[src/rtl/keypad_matrix_responder_if.sv]
// Scanner-side bundle for the keypad responder: press request/status plus the
// active-low column drive and row sense lines of the 4x4 matrix.
interface keypad_matrix_responder_if;
    logic       key_valid;
    logic [3:0] key_code;
    logic [3:0] SW_C;
    logic [3:0] SW_R;
    logic       busy;
    logic       done;

    modport master (
        output key_valid, key_code, SW_C,
        input  SW_R, busy, done
    );

    modport slave (
        input  key_valid, key_code, SW_C,
        output SW_R, busy, done
    );
endinterface

[src/rtl/keypad_matrix_responder.sv]
// Passive 4x4 keypad emulation: plays one programmed key press with contact
// bounce, hold and release bounce, answering the scanner's column drive.
module keypad_matrix_responder #(
    parameter int BOUNCE_CYC = 4,
    parameter int HOLD_CYC   = 16,
    parameter int CNT_W      = 8
) (
    input  logic                           clk,
    input  logic                           res,
    keypad_matrix_responder_if.slave       bus
);

    typedef enum logic [1:0] {
        IDLE    = 2'd0,
        PBOUNCE = 2'd1,
        HOLD    = 2'd2,
        RBOUNCE = 2'd3
    } state_t;

    // Terminal counts; a zero bounce length never reaches the bounce states.
    localparam int                 B_LAST_I    = (BOUNCE_CYC > 0) ? (BOUNCE_CYC - 1) : 0;
    localparam int                 H_LAST_I    = (HOLD_CYC > 0) ? (HOLD_CYC - 1) : 0;
    localparam logic [CNT_W-1:0]   BOUNCE_LAST = CNT_W'(B_LAST_I);
    localparam logic [CNT_W-1:0]   HOLD_LAST   = CNT_W'(H_LAST_I);
    localparam logic [CNT_W-1:0]   CNT_ONE     = CNT_W'(1);

    state_t             state_r, state_nxt_s;
    logic [CNT_W-1:0]   cnt_r, cnt_nxt_s;
    logic [3:0]         key_r, key_nxt_s;
    logic               contact_r, contact_nxt_s;
    logic               busy_r;
    logic               done_r, done_nxt_s;
    logic [3:0]         sw_r_s;

    // Next-state, counter and key-latch decode.
    always_comb begin
        state_nxt_s = state_r;
        cnt_nxt_s   = cnt_r;
        key_nxt_s   = key_r;
        case (state_r)
            IDLE: begin
                if (bus.key_valid) begin
                    key_nxt_s = bus.key_code;
                    cnt_nxt_s = '0;
                    if (BOUNCE_CYC == 0) begin
                        state_nxt_s = HOLD;
                    end else begin
                        state_nxt_s = PBOUNCE;
                    end
                end else begin
                    state_nxt_s = IDLE;
                end
            end
            PBOUNCE: begin
                if (cnt_r == BOUNCE_LAST) begin
                    state_nxt_s = HOLD;
                    cnt_nxt_s   = '0;
                end else begin
                    cnt_nxt_s   = cnt_r + CNT_ONE;
                end
            end
            HOLD: begin
                if (cnt_r == HOLD_LAST) begin
                    cnt_nxt_s = '0;
                    if (BOUNCE_CYC == 0) begin
                        state_nxt_s = IDLE;
                    end else begin
                        state_nxt_s = RBOUNCE;
                    end
                end else begin
                    cnt_nxt_s = cnt_r + CNT_ONE;
                end
            end
            RBOUNCE: begin
                if (cnt_r == BOUNCE_LAST) begin
                    state_nxt_s = IDLE;
                    cnt_nxt_s   = '0;
                end else begin
                    cnt_nxt_s   = cnt_r + CNT_ONE;
                end
            end
            default: begin
                state_nxt_s = IDLE;
                cnt_nxt_s   = '0;
            end
        endcase
    end

    // Contact level for the coming cycle: press chatter closes on even phases,
    // release chatter opens on even phases.
    always_comb begin
        contact_nxt_s = 1'b0;
        case (state_nxt_s)
            IDLE:    contact_nxt_s = 1'b0;
            PBOUNCE: contact_nxt_s = ~cnt_nxt_s[0];
            HOLD:    contact_nxt_s = 1'b1;
            RBOUNCE: contact_nxt_s = cnt_nxt_s[0];
            default: contact_nxt_s = 1'b0;
        endcase
        done_nxt_s = (state_r != IDLE) && (state_nxt_s == IDLE);
    end

    // State and status registers.
    always_ff @(posedge clk or posedge res) begin
        if (res) begin
            state_r   <= IDLE;
            cnt_r     <= '0;
            key_r     <= 4'h0;
            contact_r <= 1'b0;
            busy_r    <= 1'b0;
            done_r    <= 1'b0;
        end else begin
            state_r   <= state_nxt_s;
            cnt_r     <= cnt_nxt_s;
            key_r     <= key_nxt_s;
            contact_r <= contact_nxt_s;
            busy_r    <= (state_nxt_s != IDLE);
            done_r    <= done_nxt_s;
        end
    end

    // Row sense follows the column drive without a clock, like a real switch.
    always_comb begin
        sw_r_s = 4'b1111;
        if (contact_r && (bus.SW_C[key_r[1:0]] == 1'b0)) begin
            sw_r_s[key_r[3:2]] = 1'b0;
        end else begin
            sw_r_s = 4'b1111;
        end
    end

    assign bus.SW_R = sw_r_s;
    assign bus.busy = busy_r;
    assign bus.done = done_r;

endmodule

[src/flat_wrapper.sv]
// flat-port wrapper written by rule: the top's interface ports become plain ports
module keypad_matrix_responder_flat 
#(
    parameter int BOUNCE_CYC = 4,
    parameter int HOLD_CYC   = 16,
    parameter int CNT_W      = 8
)
  (clk, res, bus_key_valid, bus_key_code, bus_SW_C, bus_SW_R, bus_busy, bus_done);
  keypad_matrix_responder_if bus_i ();
  input  logic clk;
  input  logic res;
  input wire logic [$bits(bus_i.key_valid)-1:0] bus_key_valid;
  input wire logic [$bits(bus_i.key_code)-1:0] bus_key_code;
  input wire logic [$bits(bus_i.SW_C)-1:0] bus_SW_C;
  output wire logic [$bits(bus_i.SW_R)-1:0] bus_SW_R;
  output wire logic [$bits(bus_i.busy)-1:0] bus_busy;
  output wire logic [$bits(bus_i.done)-1:0] bus_done;
  assign bus_i.key_valid = bus_key_valid;
  assign bus_i.key_code = bus_key_code;
  assign bus_i.SW_C = bus_SW_C;
  assign bus_SW_R = bus_i.SW_R;
  assign bus_busy = bus_i.busy;
  assign bus_done = bus_i.done;
  keypad_matrix_responder #(.BOUNCE_CYC(BOUNCE_CYC), .HOLD_CYC(HOLD_CYC), .CNT_W(CNT_W)) u_core (.clk(clk), .res(res), .bus(bus_i));
endmodule
[config.mk]
export PLATFORM = sky130hd
export DESIGN_NAME = keypad_matrix_responder_flat
export DESIGN_NICKNAME = d
export VERILOG_FILES = /design/src/rtl/keypad_matrix_responder_if.sv /design/src/rtl/keypad_matrix_responder.sv /design/src/flat_wrapper.sv
export SDC_FILE = /design/constraint.sdc
export NUM_CORES = 1
export LEC_CHECK = 0
export CAP_MARGIN = 25
export CORE_MARGIN = 3
export CORE_UTILIZATION = 46
export CTS_CLUSTER_DIAMETER = 60
export DETAILED_ROUTE_END_ITERATION = 16
export PLACE_DENSITY = 0.72
export SLEW_MARGIN = 20
export SYNTH_ARGS = -nofsm -noshare
export SYNTH_HDL_FRONTEND = slang
export SYNTH_SLANG_ARGS = --single-unit
[constraint.sdc]
create_clock -name clk -period 1.8 [get_ports clk]
set_input_delay 0.27 -clock clk [delete_from_list [all_inputs] [get_ports clk]]
set_output_delay 0.27 -clock clk [all_outputs]
set_load 0.02 [all_outputs]
==> metrics <==
vias in the first global route 687; Final #Nets 124; Starting Density 0.503; mapped cell area 907 µm²; Final min period 2.06 ns; CP startpoint kind flip-flop; Top Ports 17; DR WL/cell 13.6 µm; Yosys top cell area share 0.469; final setup fails 4; antenna violation net count after detailed routing 0; CTS tree yes; Clock Path Buffers 2; most common flop cell mapped by yosys dfrtp_1; synthesis-stage register bit count 17; clk sinks 17; worst slew pin tran 0.641 ns; Hold WC Path Type primary input to asynchronous set/reset pin; Pre-antenna DRT Iters 4; Post-Synthesis Cells 90; arrival time worst endpoint 1.79 ns; Area growth, synth to finish 28.8%; final WL 1850 µm; max-cap violations 0; Core Region 0.00180 mm²; Initial DRC Count 33; Slew Limit Fails 0; reg2reg path depth 5; root buf cell clkbuf_4; Pleak 0.497 nW; Post-synth EDFFs 0; top post-synthesis cells by count dfrtp_1 (17), nor2_1 (11), nand2_1 (9), inv_1 (5), xnor2_1 (5); syn nets 102; first-pass GRT wire length 3080 µm; PD cells 546 mW/mm²; dpl ws -0.591 ns; final hold violations 0; Row Count 15; Required @ worst endpoint 1.53 ns; peak supply drop 350 µV; synth unique cells 31; YS warnings 0; Reg2Reg Setup Slack 0.18 ns; final total power 638 µW; Util after Layout 0.649; CP Capture Type primary output; largest net degree at the start of global routing 18; most numerous cell in the Yosys netlist dfrtp_1; failing checks negative setup slack; final worst-path cycle share 1.14; htree depth 1; die area 0.00254 mm²; gr ovfl total 0; top cell type by total area after synthesis dfrtp_1; setup ws final -0.258 ns; hold buffers post-CTS 0; CP Max Fanout 2; reg2reg start u_core.cnt_r[0]; All-Layer GR Usage 0.163; register area share after synthesis 0.469; # port buffers 16; status finished, violations left; DP Wirelength 1360 µm; drt via density 5.35; kind of critical path flip-flop to primary output; Die X 50.4 µm; clk_lat worst skew 0.30 ns; vias post-DR 727; worst rel slew slack 0.572; diode count 0; RSZ-0062 raised after global routing yes; Clock transition at path regs 0.10 ns; Max Clock Skew 0.00332 ns; fraction of registers with async set/reset 1.00; Residual DRC 0; Fmax 486 MHz; routability congestion estimate 0.793; dominant cells by area after synthesis dfrtp_1 (47%), mux2_2 (5.0%), xnor2_1 (4.8%), nor2_1 (4.6%), nand2_1 (3.7%); layout cells sized above 1 0.252; Crit Reg-Reg Endpoint u_core.contact_r; initial antenna violation count 0; Synth Area per Inst 10.1 µm²; die height 50.4 µm; CTS buffer count 3
==> metal layers <==
layer,track usage,up-vias,share of wire
met5,0,-,0
met1,0.198,345,0.45
li1,-,362,-
met4,0.0807,0,0.026
met2,0.265,13,0.50
met3,0.0445,7,0.031
==> registers in the layout (all words and copies together) (netlist names) <==
name,cells
u_core.contact_r,1
u_core.bus.busy,1
u_core.bus.done,1
u_core.key_r,4
u_core.state_r,2
u_core.cnt_r,8
==> metrics by stage <==
stage | instances | area (µm²) | setup TNS (ns) | hold slack, ns
floorplan | 90 | 907 | 0 | 0.196
global placement | 132 | 1110 | -2.13 | 0.509
detailed placement | 132 | 1110 | -2.26 | 0.515
CTS | 136 | 1140 | -0.904 | 0.382
global route | 136 | 1170 | -1.08 | 0.410
finish | 136 | 1170 | -0.889 | 0.364
==> where the power goes <==
group	internal (mW)	switching, mW
registers	0.382	0
clock network	0.0865	0.121
logic	0.0301	0.0192
==> logic make-up after synthesis <==
kind of cell | share of synthesized area
adders and majority gates | 0.0138
buffers and inverters | 0.0317
AOI/OAI and AO/OA | 0.109
muxes | 0.0745
and+or+nand+nor | 0.254
xor gates and xnor gates | 0.0483
DFF | 0.469
==> placed cells by master (no fill, tap or decap), types with 2 or more instances in the layout <==
master / instances
inv_1: 4
nor2_1: 9
dfrtp_1: 17
mux2_2: 4
nand3_1: 2
nor2b_1: 2
buf_4: 2
a31oi_1: 3
nor3_1: 4
clkdlybuf4s50_1: 12
nand2_1: 8
o21ai_0: 4
xnor2_1: 5
buf_6: 5
clkbuf_4: 3
a21oi_1: 3
==> area by class of cell <==
type | count | area (µm²)
tap | 25 | 31.3
fill | 153 | 633
timing repair buffer | 19 | 191
multi-input combinational | 66 | 475
inverter | 5 | 18.8
sequential | 17 | 425
clock buffer | 4 | 26.3
==> how the worst max path moves through the flow <==
stage / cells after the start / end / from
CTS: 4 / bus_SW_R[0] / u_core.key_r[0]
floorplan: 3 / bus_SW_R[0] / u_core.key_r[0]
global route: 4 / bus_SW_R[0] / u_core.key_r[0]
global placement: 5 / bus_SW_R[0] / bus_SW_C[3]
finish: 4 / bus_SW_R[0] / u_core.key_r[0]
detailed placement: 7 / bus_SW_R[1] / bus_SW_C[3]
==> critical path, stage by stage (launching register included) <==
cell and delay (ns):
dfrtp_1 0.38, mux4_2 0.49, nand2b_4 0.16, or3_4 0.32, buf_6 0.14
==> timing repair <==
action                                  CTS  global route
pin swaps                                 0             1
setup buffers                             0             0
gates resized for setup                  24             8
endpoints found under the setup margin    4             4
Note: power is estimated with default switching activity, not from simulation.
